**src/rtl/cdb_arbiter.sv**
```systemverilog
// cdb_arbiter: common data bus arbiter for two result sources (ALU, LSB).
// Each source feeds its own DEPTH-entry FIFO of {robIndex, value}; at most one
// entry per cycle is popped and broadcast on the registered CDB outputs.
// Ports:
//   clockIn, resetIn            clock, async active-low reset
//   readyIn                     global enable; low freezes every register
//   flushIn                     empties both queues, suppresses the broadcast
//   alu*/lsb* Valid/RobIndex/Val  source results; *Full is the near-full backpressure
//   cdbValid/RobIndex/Val/FromLsb  registered broadcast
//   overflow                    sticky flag: a push was dropped on a full queue
module cdb_arbiter #(
    parameter int unsigned ROB_WIDTH   = 4,
    parameter int unsigned QUEUE_WIDTH = 2
) (
    input  logic                 clockIn,
    input  logic                 resetIn,
    input  logic                 readyIn,
    input  logic                 flushIn,
    input  logic                 aluValid,
    input  logic [ROB_WIDTH-1:0] aluRobIndex,
    input  logic [31:0]          aluVal,
    output logic                 aluFull,
    input  logic                 lsbValid,
    input  logic [ROB_WIDTH-1:0] lsbRobIndex,
    input  logic [31:0]          lsbVal,
    output logic                 lsbFull,
    output logic                 cdbValid,
    output logic [ROB_WIDTH-1:0] cdbRobIndex,
    output logic [31:0]          cdbVal,
    output logic                 cdbFromLsb,
    output logic                 overflow
);

    localparam int unsigned DEPTH       = 1 << QUEUE_WIDTH;
    localparam int unsigned COUNT_WIDTH = QUEUE_WIDTH + 1;
    localparam int unsigned VAL_WIDTH   = 32;
    localparam int unsigned NUM_SRC     = 2;

    // Source index 0 = ALU, 1 = LSB throughout.
    logic [ROB_WIDTH-1:0]   robMem   [NUM_SRC][DEPTH];
    logic [VAL_WIDTH-1:0]   valMem   [NUM_SRC][DEPTH];
    logic [QUEUE_WIDTH-1:0] headPtr  [NUM_SRC];
    logic [QUEUE_WIDTH-1:0] tailPtr  [NUM_SRC];
    logic [COUNT_WIDTH-1:0] count    [NUM_SRC];
    logic                   lastGrantLsb;

    logic [NUM_SRC-1:0]     srcValid;
    logic [ROB_WIDTH-1:0]   srcRob   [NUM_SRC];
    logic [VAL_WIDTH-1:0]   srcVal   [NUM_SRC];

    logic [NUM_SRC-1:0]     nonEmpty;
    logic [NUM_SRC-1:0]     doPush;
    logic [NUM_SRC-1:0]     doPop;
    logic [NUM_SRC-1:0]     doDrop;
    logic                   grantLsb;

    assign srcValid  = {lsbValid, aluValid};
    assign srcRob[0] = aluRobIndex;
    assign srcRob[1] = lsbRobIndex;
    assign srcVal[0] = aluVal;
    assign srcVal[1] = lsbVal;

    // Near-full leaves one slot for the cycle the source needs to react.
    assign aluFull = (count[0] >= COUNT_WIDTH'(DEPTH - 1));
    assign lsbFull = (count[1] >= COUNT_WIDTH'(DEPTH - 1));

    // Grant and push/pop decisions from the counts held before this edge.
    always_comb begin
        nonEmpty = '0;
        doPush   = '0;
        doPop    = '0;
        doDrop   = '0;
        grantLsb = 1'b0;
        for (int i = 0; i < NUM_SRC; i++) begin
            nonEmpty[i] = (count[i] != '0);
        end
        // On a tie the queue not served last time wins.
        grantLsb = (nonEmpty == 2'b11) ? !lastGrantLsb : nonEmpty[1];
        if (readyIn && !flushIn) begin
            doPop[1] = nonEmpty[1] && grantLsb;
            doPop[0] = nonEmpty[0] && !grantLsb;
            for (int i = 0; i < NUM_SRC; i++) begin
                if (srcValid[i]) begin
                    // A same-edge pop frees the slot even when the queue is full.
                    if ((count[i] != COUNT_WIDTH'(DEPTH)) || doPop[i]) begin
                        doPush[i] = 1'b1;
                    end else begin
                        doDrop[i] = 1'b1;
                    end
                end
            end
        end
    end

    // Queue storage; contents are don't-care outside the head..tail window.
    always_ff @(posedge clockIn) begin
        for (int i = 0; i < NUM_SRC; i++) begin
            if (doPush[i]) begin
                robMem[i][tailPtr[i]] <= srcRob[i];
                valMem[i][tailPtr[i]] <= srcVal[i];
            end
        end
    end

    // Queue pointers/counts, arbitration history and the CDB broadcast registers.
    always_ff @(posedge clockIn or negedge resetIn) begin
        if (!resetIn) begin
            headPtr      <= '{default: '0};
            tailPtr      <= '{default: '0};
            count        <= '{default: '0};
            lastGrantLsb <= 1'b1;
            cdbValid     <= 1'b0;
            cdbRobIndex  <= '0;
            cdbVal       <= '0;
            cdbFromLsb   <= 1'b0;
            overflow     <= 1'b0;
        end else if (readyIn) begin
            if (flushIn) begin
                headPtr  <= '{default: '0};
                tailPtr  <= '{default: '0};
                count    <= '{default: '0};
                cdbValid <= 1'b0;
            end else begin
                for (int i = 0; i < NUM_SRC; i++) begin
                    if (doPush[i]) begin
                        tailPtr[i] <= QUEUE_WIDTH'(tailPtr[i] + 1'b1);
                    end
                    if (doPop[i]) begin
                        headPtr[i] <= QUEUE_WIDTH'(headPtr[i] + 1'b1);
                    end
                    count[i] <= COUNT_WIDTH'(count[i] + COUNT_WIDTH'(doPush[i])
                                             - COUNT_WIDTH'(doPop[i]));
                end
                cdbValid <= |doPop;
                if (|doPop) begin
                    cdbRobIndex  <= robMem[doPop[1]][headPtr[doPop[1]]];
                    cdbVal       <= valMem[doPop[1]][headPtr[doPop[1]]];
                    cdbFromLsb   <= doPop[1];
                    lastGrantLsb <= doPop[1];
                end
                if (|doDrop) begin
                    overflow <= 1'b1;
                end
            end
        end
    end

endmodule

```
**config.mk**
```make
export PLATFORM = sky130hd
export DESIGN_NAME = cdb_arbiter
export DESIGN_NICKNAME = d
export VERILOG_FILES = /design/src/rtl/cdb_arbiter.sv
export SDC_FILE = /design/constraint.sdc
export NUM_CORES = 1
export LEC_CHECK = 0
export ABC_AREA = 1
export BUFFER_PORTS_ARGS = -buffer_cell sky130_fd_sc_hd__buf_2
export CAP_MARGIN = 20
export CELL_PAD_IN_SITES_DETAIL_PLACEMENT = 2
export CELL_PAD_IN_SITES_GLOBAL_PLACEMENT = 2
export CORE_AREA = 2 2 197 199
export DETAILED_ROUTE_END_ITERATION = 6
export DIE_AREA = 0 0 199 201
export HOLD_SLACK_MARGIN = 0.12
export PLACE_DENSITY_LB_ADDON = 0.1
export SLEW_MARGIN = 20
export SYNTH_ARGS = -nofsm -noshare
export SYNTH_HDL_FRONTEND = slang
export SYNTH_SLANG_ARGS = --single-unit
```
**constraint.sdc**
```tcl
create_clock -name clockIn -period 3.6 [get_ports clockIn]
set_input_delay 0.54 -clock clockIn [delete_from_list [all_inputs] [get_ports clockIn]]
set_output_delay 0.54 -clock clockIn [all_outputs]
set_load 0.02 [all_outputs]
```
* Word level (Yosys, flattened, before mapping)
Memories as Yosys holds them, arrays and structs flattened. Index checks and enable logic that the tools add are counted. Widths: inputs -> output; s select.
Word-level totals: register bits 54, bits in writable memories 288, input bits 78, output and inout port bits 41, word-level logic and storage cells 105, memories 2
Operators by class: add/subtract/negate cells 8, order comparisons 8, eq/ne operators 3, mux-type cells 43, bitwise operators 5, reduce and logical (&&, ||, !) cells 24
Memories:
- valMem | words 2, bits a word 128, rd ports 1, clocked after Yosys merged registers in 0, wr ports 2, RTL line 41 | logic [VAL_WIDTH-1:0] valMem [NUM_SRC][DEPTH];
- robMem | words 2, bits a word 16, rd ports 1, clocked after Yosys merged registers in 0, wr ports 2, RTL line 40 | logic [ROB_WIDTH-1:0] robMem [NUM_SRC][DEPTH];
Operator list (number):
- $mux 128 | 2
- $demux 32 s2 | 2
- $mux 32 | 4
- $bmux 32 s2 | 1
- $mux 16 | 2
- $mux 4 | 6
- $mux 2 | 10
- $demux 4 s2 | 2
- $mux 1 | 12
- $ge 3x3->1 const B | 3
- $not 2->3 | 3
- $add 2x1->2 const B | 4
- $bmux 4 s2 | 1
- $reduce_and 2->1 | 4
- $reduce_bool 2->1 | 4
- $add 3x1->3 | 2
- $ge 3x2->1 const B | 2
- $lt 3x1->1 const B | 2
- $mux 6 | 1
- $ne 3x3->1 const B | 2
- $reduce_and 3->1 | 2
- $reduce_bool 3->1 | 2
- $sub 3x1->3 | 2
- $logic_and 1x1->1 | 5
- 7 further kinds | 11

* Longest topological paths before layout
Gate-level depths: netlist of run 1.
depth after elaboration 14, mapped depth 15, depth with buffers taken out 13

* Worst setup path before layout of run 1
OpenSTA, ideal clock, no wires.
path type register -> register, start point register count[1] in the netlist's numbering, end point memory robMem[0][0] in the netlist's numbering, enable pin, setup time 0.429 ns, arrival 2.672 ns, required time 3.171 ns, path slack 0.498 ns, cell stages (with the launch flop) 7, buffers on the path 1, period minus slack after synthesis 3.102 ns, path through dfrtp_1 -> inv_1 -> nand3_2 -> buf_2 -> nand4_1 -> nand3_1 -> nor2_1
RTL lines:
- start, declared | RTL line 44 | logic [COUNT_WIDTH-1:0] count [NUM_SRC];
- start signal, assigned by index | RTL line 131 | count[i] <= COUNT_WIDTH'(count[i] + COUNT_WIDTH'(doPush[i])
- end, declared | RTL line 40

* Final worst setup path of run 1
start point register count[4] in the netlist's numbering, end point register cdbVal[13]
Between the ends: word-level cells in the longest chain between the ends 13, elaborated cells on any way between the ends 18, those cells by class eq/ne: 1; mux: 8; bitwise: 2; reduce/logical: 6; memory: 1
RTL lines:
- $reduce_bool 3->1 (*) | RTL line 75 | nonEmpty[i] = (count[i] != '0);
- $eq 2x2->1 | RTL line 78 | grantLsb = (nonEmpty == 2'b11) ? !lastGrantLsb : nonEmpty[1];
- $mux 1 | RTL line 78
- $logic_and 1x1->1 | RTL line 80 | doPop[1] = nonEmpty[1] && grantLsb;
- $mux 2 (*) | RTL line 79 | if (readyIn && !flushIn) begin
- $not 1->2 (implied by the code) | RTL line 137 | cdbVal <= valMem[doPop[1]][headPtr[doPop[1]]];
- $mux 2 (implied by the code) (3 in series) | RTL line 137
- $not 2->3 (implied by the code) | RTL line 137
- $bmux 32 s2 | RTL line 137
- $mux 32 (implied by the code) (2 in series) | RTL line 137
- end signal, assigned | RTL line 137
- end, declared | RTL line 29 | output logic [31:0] cdbVal,
Every way passes the cells marked *; elsewhere a longest branch is shown, timed or not. The select of a mux whose other input is x is not followed. A chain may end at the register's enable or synchronous reset.

==> out/summary.md, run 1 <==
The run finished with clean final reports. The most critical setup path has its endpoint at cdbVal[13]$_DFFE_PN0P_. TritonCTS built the clock tree.

For the area inside the core boundary, the log shows 38100 um^2. The routed design could run at a clock period as short as 2.78 ns. Register clock-pin slew on the reported worst setup and hold paths: 0.06 ns.

The terminus of the critical flop-to-flop path was cdbVal[13]$_DFFE_PN0P_. The final-report max-slew violation count is 0. The worst register-to-register path begins at count[4]$_DFFE_PN0P_.

The starting DRC count in detailed routing came out at 464. The worst setup path is launched from a flip-flop. The post-cts resize count is 0, and the share of synthesized area occupied by flip-flops and latches is 0.688. Counting every net in the synthesized netlist gives 1459. Entering global routing, the biggest net connects 122 pins.

The highest ir drop seen on vdd came out at 0.378 mV. The logs give 69700 um for the first-pass GRT wire length and 0.381 for the initial core utilization. The largest fanout on the critical path is 72, and the signed area change from the synthesized netlist to the final layout is 17.5%.

The tools report the final setup slack of the worst path as 0.820 ns. At the pin with the least slew margin, the transition time is 0.958 ns. Summing over every cut layer, the via total after detailed routing is 10500.

For the antenna diode count, the log shows 0. Counting cells, the worst reg-to-reg path comes to 12. The largest buffer count on any clock path was 3.

In the synthesized netlist, the cells that appear most often are 503 x nand2_1, 288 x edfxtp_1, 152 x inv_1. In this run the remaining antenna-violating nets after routing total 0. Using the TritonRoute via totals, the vias-per-cell ratio works out to 5.14.

For the critical path data required time, the log shows 4.04 ns. The largest area contributor in the netlist was edfxtp_1. The worst register-to-register path has a setup slack of 0.82 ns.

The top cell type's share of synthesized area is 0.595, and the power density normalized to cell area is 739 nW/um^2. 119 I/O pins were placed. The clock skew is 0.0128 ns, and the final setup TNS is 0 ns. The overall fraction of global-route tracks in use was 0.234. The worst-case headroom to the max-slew limit is 0.362, and the proportion of register bits with asynchronous set or reset after synthesis is 0.158. In this run the horizontal extent of the chip is 199 um. The tools report the buffers inserted during post-CTS setup optimization as 0. The number of H-tree levels came out at 2.

The worst setup path is of the flip-flop to flip-flop kind. The post-place instance area was 15800 um^2; the critical path buffer and inverter count was 2. The worst-path cell with the longest stage delay was buf_4.

After detailed routing, the number of remaining DRC violations is 0. Portion of the clock cycle consumed by the worst path in the final layout: 0.772. The number of endpoints failing setup at the final stage is 0.

The routability-driven placement congestion ratio is 0.741. The final hold violation count came out at 0. Static leakage: 0.00741 uW. Row generation in the floorplan step produced 72 rows. By area the synthesized netlist is led by edfxtp_1 60%, nand2_1 13%, dfrtp_1 9.1%, nand3_1 3.9%, inv_1 3.9%.

Unique cell type count in the Yosys netlist: 30. The top achievable clock speed was 360 MHz. The average routed wire per standard cell was 22.3 um. Path type of the worst min-delay path: input port to asynchronous set/reset pin. Number of iterations in the first detailed-routing pass: 5. Main flop type after synthesis: edfxtp_1.

Max-cap violations in this run came to 0. The most numerous cell type found on the critical path is nand2_1. The ratio of cells with drive above 1 in the final layout was 0.151; the final-stage net count was 1579. Measured along the y axis, the die boundary spans 201 um.

In this design, the largest share of critical-path delay is due to simple AND/OR/NAND/NOR gates. The number of enable-type register cells in the synthesized netlist came out at 288. On the final layout, the worst hold slack is 0.147 ns.

For the routed wire length, the log shows 45300 um. At the later pin of the worst-skew pair, clock insertion delay measures 0.55 ns. nand2_1 is the most common cell in the netlist. Clock tree synthesis found a total of 342 sinks.

The cell area after layout was 17100 um^2. Global routing finished with a remaining overflow of 0. OpenSTA, run right after detailed placement, puts the worst setup slack at 0.644 ns.

Setup repair after global routing left no endpoint under its margin. The endpoint class of the critical path is a flip-flop. Buffers inserted during clock tree synthesis total 40.

The critical path goes through nor2_1 -> nand2_1 -> nand2_2 -> buf_4 -> nand4_2 -> nand2_4 -> buf_12 -> nand3_1 -> nand3_1 -> nand2_1 -> nand2_1 -> nand2_1. Master cell of the clock root buffer: clkbuf_16. The tools report the signal arrival time at the worst endpoint as 3.21 ns.

Tracing the worst setup path back leads to its startpoint at count[4]$_DFFE_PN0P_. Each instance of the synthesized netlist takes up on average 10.6 um^2. The logs give 0 for the hold buffer count at CTS and 26000 um for the half-perimeter wire length after detailed placement.

Final core utilization: 0.448. The logs give 0 for the number of warnings printed during yosys synthesis and 40000 um^2 for the floorplan die area. Counting flops and latches in the post-synthesis netlist gives 342. The filler cells instantiated in the layout total 3962. The total stage count of the critical path was 12. The cell count after synthesis came out at 1365. The via count of the first global-routing pass came out at 11500. The initial antenna violation count is 2, and the count of buffers inserted at the top-level ports is 118. For this run, the slowest stage of the critical path takes 0.50 ns. The mapped netlist covers 14500 um^2.
## worst min path at each step
stage	startpoint	endpoint	slack, ns	cells past startpoint
floorplan	resetIn	cdbFromLsb$_DFFE_PN0P_	0.24	0
global placement	cdbVal[24]$_DFFE_PN0P_	cdbVal[24]$_DFFE_PN0P_	0.46	2
detailed placement	cdbVal[27]$_DFFE_PN0P_	cdbVal[27]$_DFFE_PN0P_	0.46	2
CTS	resetIn	count[2]$_DFFE_PN0P_	0.16	1
global route	resetIn	overflow$_DFFE_PN0P_	0.19	1
finish	resetIn	count[2]$_DFFE_PN0P_	0.15	1
## power by group
group          internal [uW]  total [uW]  switching (uW)
combinational           1030        3780            2760
clock                   2330        3950            1620
sequential              4670        4880             213
## flip-flops by register name, summed over array words and instances, names as in the netlist
| name | flops |
|---|---|
| cdbVal | 32 |
| cdbValid | 1 |
| headPtr | 4 |
| cdbRobIndex | 4 |
| count | 6 |
| valMem | 256 |
| robMem | 32 |
| lastGrantLsb | 1 |
| tailPtr | 4 |
| overflow | 1 |
| cdbFromLsb | 1 |
## area by class of cell
type / count / area (um^2) / share of cell area
Inverter: 158 / 593 / 0.0347
Tap cell: 518 / 648 / 0.0380
Timing Repair Buffer: 150 / 908 / 0.0532
Sequential cell: 342 / 10000 / 0.586
Clock inverter: 20 / 169 / 0.00989
Clock buffer: 51 / 1080 / 0.0634
Multi-Input combinational cell: 793 / 3670 / 0.215
## layer usage
layer	vias up	global-route usage	routed length, um	part of all wire
met5	-	0	23	0.00051
met4	4	0.0594	1020	0.022
met3	83	0.0432	1870	0.041
met2	186	0.397	22100	0.49
met1	5389	0.310	20300	0.45
li1	4791	-	-	-
## placed cells by master, fill, tap and decap left out, types with 3 or more instances in the layout
cell       Yosys  routed
clkbuf_16      0      41
edfxtp_1     288     288
buf_12         0       6
bufinv_16      0       3
o21ai_1        5       5
nand2_1      503     503
nand4_1       62      62
nor2_4         1      10
ha_1          14      14
clkinv_2       0       9
o21ai_0       62      62
clkinv_1       0       7
dfrtp_1       53      53
clkbuf_1      22       8
buf_2         36     117
inv_1        152     152
nand3_1      114     114
a21oi_1        7       7
buf_4          9      27
inv_2          6       6
## through the flow
step | power [uW] | cells
floorplan | 7290 | 1365
global placement | 8640 | 1961
detailed placement | 8780 | 1961
CTS | 12800 | 2032
global route | 13400 | 2032
finish | 12600 | 2032
## logic make-up after synthesis
group / synth area share
AO/OA/AOI/OAI: 0.0291
adder cells (fa/ha/maj): 0.0148
buffers and inverters: 0.0649
flip-flops: 0.688
AND/OR/NAND/NOR: 0.203
Note: power is estimated with default switching activity, not from simulation.
==> run 2: changes to the inputs <==
ABC_AREA = 0   (was 1)
CORE_AREA = 2 2 184 186   (was 2 2 197 199)
DIE_AREA = 0 0 186 188   (was 0 0 199 201)
clock period = 2.7 ns   (was 3.6 ns; I/O delays follow)
==> run 2 against run 1 <==
  * Cell count decreased by 21%
  * Synthesized cell count decreased by 32%
  * Non-clock buffer count increased by 72
  * First-iteration DRC count increased by 1.1%
  * Area after synthesis decreased by 3.9%
  * Utilization increased by 7.2 points
  * Count of clock-buffer cells in the layout increased by 1
  * Largest power group unchanged
  * Cell area increased by 0.91%
  * Sequential power increased by 36%
==> out/summary.md, run 2 <==
The flow ran to the end, and the final reports show no timing, DRC or antenna violations. Largest buffer count on any clock path: 3 (unchanged). The final-layout fill cell count was 3050 (-23%); the number of cells on the worst reg-to-reg path was 11 (-1).

The logs give 5 (unchanged) for the number of iterations in the first detailed-routing pass and 923 (-32%) for the number of cells produced by synthesis. Internal reg-to-reg setup slack: 0.13 ns (-0.69 ns). The tools report the final setup TNS as 0 ns (unchanged). The biggest area contributor in the post-synthesis netlist is edfxtp_1.

The number of enable-type register cells in the synthesized netlist came out at 288 (unchanged). In the post-synthesis netlist, the biggest area contributors are edfxtp_1 62%, mux2i_1 10%, dfrtp_1 9.5%, nor2_1 3.9%, o22ai_1 2.1%. The final-stage net count was 1220 (-23%). The proportion of total power due to net switching is 0.339 (-0.0242), and the internal power summed over all cells is 11300 uW (+41%).

The overall die height was 188 um (-6.5%). For the insertion delay of the later-clocked pin in the worst-skew pair, the log shows 0.53 ns (-0.02 ns). The critical path's most frequent cell is inv_1. The run gives 17200 um^2 (+0.91%) as the cell area after layout. The clock skew came out at 0.0149 ns (+0.00208 ns). The highest ir drop seen on vdd was 0.670 mV (+77%). The tools report the endpoint class of the critical path as a flip-flop. By instance count, the leading cell after synthesis is edfxtp_1.

After synthesis, the most frequently instantiated cells are 288 x edfxtp_1, 147 x nor2_1, 145 x mux2i_1. Among all flip-flop cells after synthesis, the most frequent one is edfxtp_1. The number of flip-flops under the largest register name was 256 (unchanged); the multi-input combinational cell area was 3630 um^2 (-1.3%).

For the floorplan die area, the log shows 35000 um^2 (-13%). TritonCTS built the clock tree. Mapped cell area: 14000 um^2 (-3.9%). The critical path data required time was 3.10 ns (-0.94 ns); the power density normalized to cell area was 992 nW/um^2 (+34%).

The number of warnings printed during yosys synthesis is 0 (unchanged), and the clock power share is 0.302 (-0.011). The logs give 119 (unchanged) for the number of primary I/O pins and 389 MHz (+8.2%) for the top achievable clock speed. The run gives 0.520 (+0.0723) as the final core utilization. The number of endpoints failing setup at the final stage is 0 (unchanged), and the number of maximum-capacitance violations is 0 (unchanged). The number of CTS-inserted buffers was 38 (-5.0%); the unique cell type count in the Yosys netlist was 46 (+53%). The net switching power was 5800 uW (+26%). The share of power burned in combinational logic came out at 0.309 (+0.009). The TritonCTS sink count is 342 (unchanged). The buffers inserted during post-CTS setup optimization is 0 (unchanged), and the total stage count of the critical path is 11 (-1). The via count of the first global-routing pass came out at 9775 (-15%). The top cell types in the final layout, fill and taps aside, are 288 x edfxtp_1, 147 x nor2_1, 145 x mux2i_1. The register clock-pin slew on the reported worst setup and hold paths works out to 0.07 ns (about the same).

The tools report the number of placed instances with taps included as 1472 (-25%). The critical path buffer and inverter count works out to 3 (+1). The final global-route overflow total came out at 0 (unchanged). For the half-perimeter wire length after detailed placement, the log shows 24300 um (-6.7%). Minimum clock period after layout: 2.57 ns (-0.210 ns).

The logs give 0.389 (+0.002) for the share of total power in sequential cells and 33100 um^2 (-13%) for the area inside the core boundary. For the number of rows created at floorplan, the log shows 67 (-6.9%). The signal on the critical path passes through or3b_1 -> o31a_1 -> and2_1 -> inv_1 -> ha_1 -> inv_1 -> ha_1 -> inv_1 -> fa_1 -> xor2_1 -> o22ai_1. The flip-flop and latch count after synthesis is 342 (unchanged), and the initial antenna violation count is 0 (-2). The run gives 0.00628 uW (-15%) as the static leakage.

The first-pass GRT wire length is 61200 um (-12%), and the flip-flop and latch area is 10000 um^2 (about the same). Non-filler instance count after layout: 1603 (-21%). The worst-path cell with the longest stage delay is dfrtp_2.

The tools report the worst flop-to-flop path startpoint as count[3]$_DFFE_PN0P_. Leading cell type in the layout, fill and taps excluded: edfxtp_1. The signal arrival time at the worst endpoint was 2.97 ns (-0.24 ns); the signed area change from the synthesized netlist to the final layout was 23.4%. The min-delay analysis places its worst path in the category input port to flip-flop.

For the post-place instance area, the log shows 15400 um^2 (-2.9%). The hold path depth was 1; the count of antenna-violating nets left after detailed routing was 0 (unchanged). The run gives 0.239 (+0.00459) as the overall fraction of global-route tracks in use. The run gives 0 (unchanged) as the final-report max-slew violation count. The starting DRC count in detailed routing was 469 (+1.1%). The proportion of register bits with asynchronous set or reset after synthesis came out at 0.158 (unchanged). Kind of critical path: flip-flop to flip-flop.

The run gives 8710 (-17%) as the total number of vias. The antenna diode count was 0 (unchanged). The mean post-synth cell area works out to 15.1 um^2 (+42%).

The ratio of cells with drive above 1 in the final layout was 0.228 (+0.0765); the initial core utilization was 0.422 (+0.0405). The width of the die is 186 um (-6.5%), and the final hold violation count is 0 (unchanged). The worst hold path begins at aluRobIndex[1].

In this run the clock root is driven by a clkbuf_16. The biggest cell delay along the critical path is 0.46 ns (-0.04 ns), and the via-per-instance ratio is 5.43 (+5.6%). The largest fanout on the critical path was 6 (-92%); the post-synth net total was 1017 (-30%).

Portion of the clock cycle consumed by the worst path in the final layout: 0.952 (+0.179). The average routed wire per standard cell is 25.3 um (+13%). For the routability-driven placement congestion ratio, the log shows 0.750 (+1.2%).

The top cell type's share of synthesized area works out to 0.619 (+0.0239). Grouping stages by cell kind, the critical path spends the most delay in adder cells. The run gives 58 (-52%) as the maximum number of pins on one net before global-route repair. The routed wire length came out at 40500 um (-11%).

The actual slew at the worst max-slew pin came out at 0.838 ns (-0.120 ns). In this run the worst setup path begins at count[3]$_DFFE_PN0P_. The logs give 0 (unchanged) for the residual DRC count and 0.439 (+0.0776) for the worst-case headroom to the max-slew limit.

Type of origin of the critical path: a flip-flop. Setup repair after global routing left no endpoint under its margin. The count of buffers inserted at the top-level ports works out to 118 (unchanged).

The tools report the share of synthesized area occupied by flip-flops and latches as 0.716 (+0.0277). For the number of H-tree levels, the log shows 2 (unchanged).
==> run 2: power groups by stage <==
stage / combinational (uW) / sequential (uW) / clock [uW]
floorplan: 3110 / 6890 / 0
global placement: 5040 / 6750 / 0
detailed placement: 5190 / 6770 / 0
CTS: 5320 / 6670 / 5280
global route: 5730 / 6720 / 5470
finish: 5270 / 6660 / 5160
==> run 2: cell type report <==
type	count	area share
flip-flops and latches	342	0.581
clock inverters	17	0.0106
clock buffers	52	0.0617
well taps	448	0.0325
repair buffers	222	0.0995
multi-input cells	502	0.210
inverters	20	0.00436
==> run 2: stage by stage <==
step	power, uW	hold slack, ns	setup slack (ns)
after floorplan	10000	0.109	0.197
after global placement	11800	0.429	0.213
after detailed placement	12000	0.429	0.139
after CTS	17300	0.121	0.115
after global routing	17900	0.125	0.0187
final	17100	0.135	0.131
==> run 2: worst paths after layout <==
path | to
min reg2reg | overflow$_DFFE_PN0P_
max reg2reg | count[5]$_DFFE_PN0P_
min | robMem[0][5]$_DFFE_PP_
max | count[5]$_DFFE_PN0P_
max in group asynchronous | cdbVal[24]$_DFFE_PN0P_
min in group asynchronous | cdbVal[10]$_DFFE_PN0P_
==> run 2: logic make-up (layout without fill, tap and decap cells) <==
kind of cell    count (synthesis)  count (layout)  share of synthesized area
mux                           167             167                      0.122
buf+inv                        79             311                     0.0265
compound gates                 98              98                     0.0504
simple gates                  219             219                     0.0689
xor+xnor                        2               2                    0.00125
fa+ha+maj                      16              16                     0.0154
flops                         342             342                      0.716
==> run 2: per-layer routing <==
layer  up-vias  routed length [um]  GRT usage
li1       3889                   -          -
met1      4564               18000      0.326
met2       196               20300      0.403
met5         -                   0          0
met4         0                 716     0.0569
met3        61                1500     0.0355
==> run 2: repair_timing <==
item	CTS	global route
hold buffers	58	4
hold endpoints to repair	240	12
setup endpoints to repair	0	1
gates resized for setup	0	1
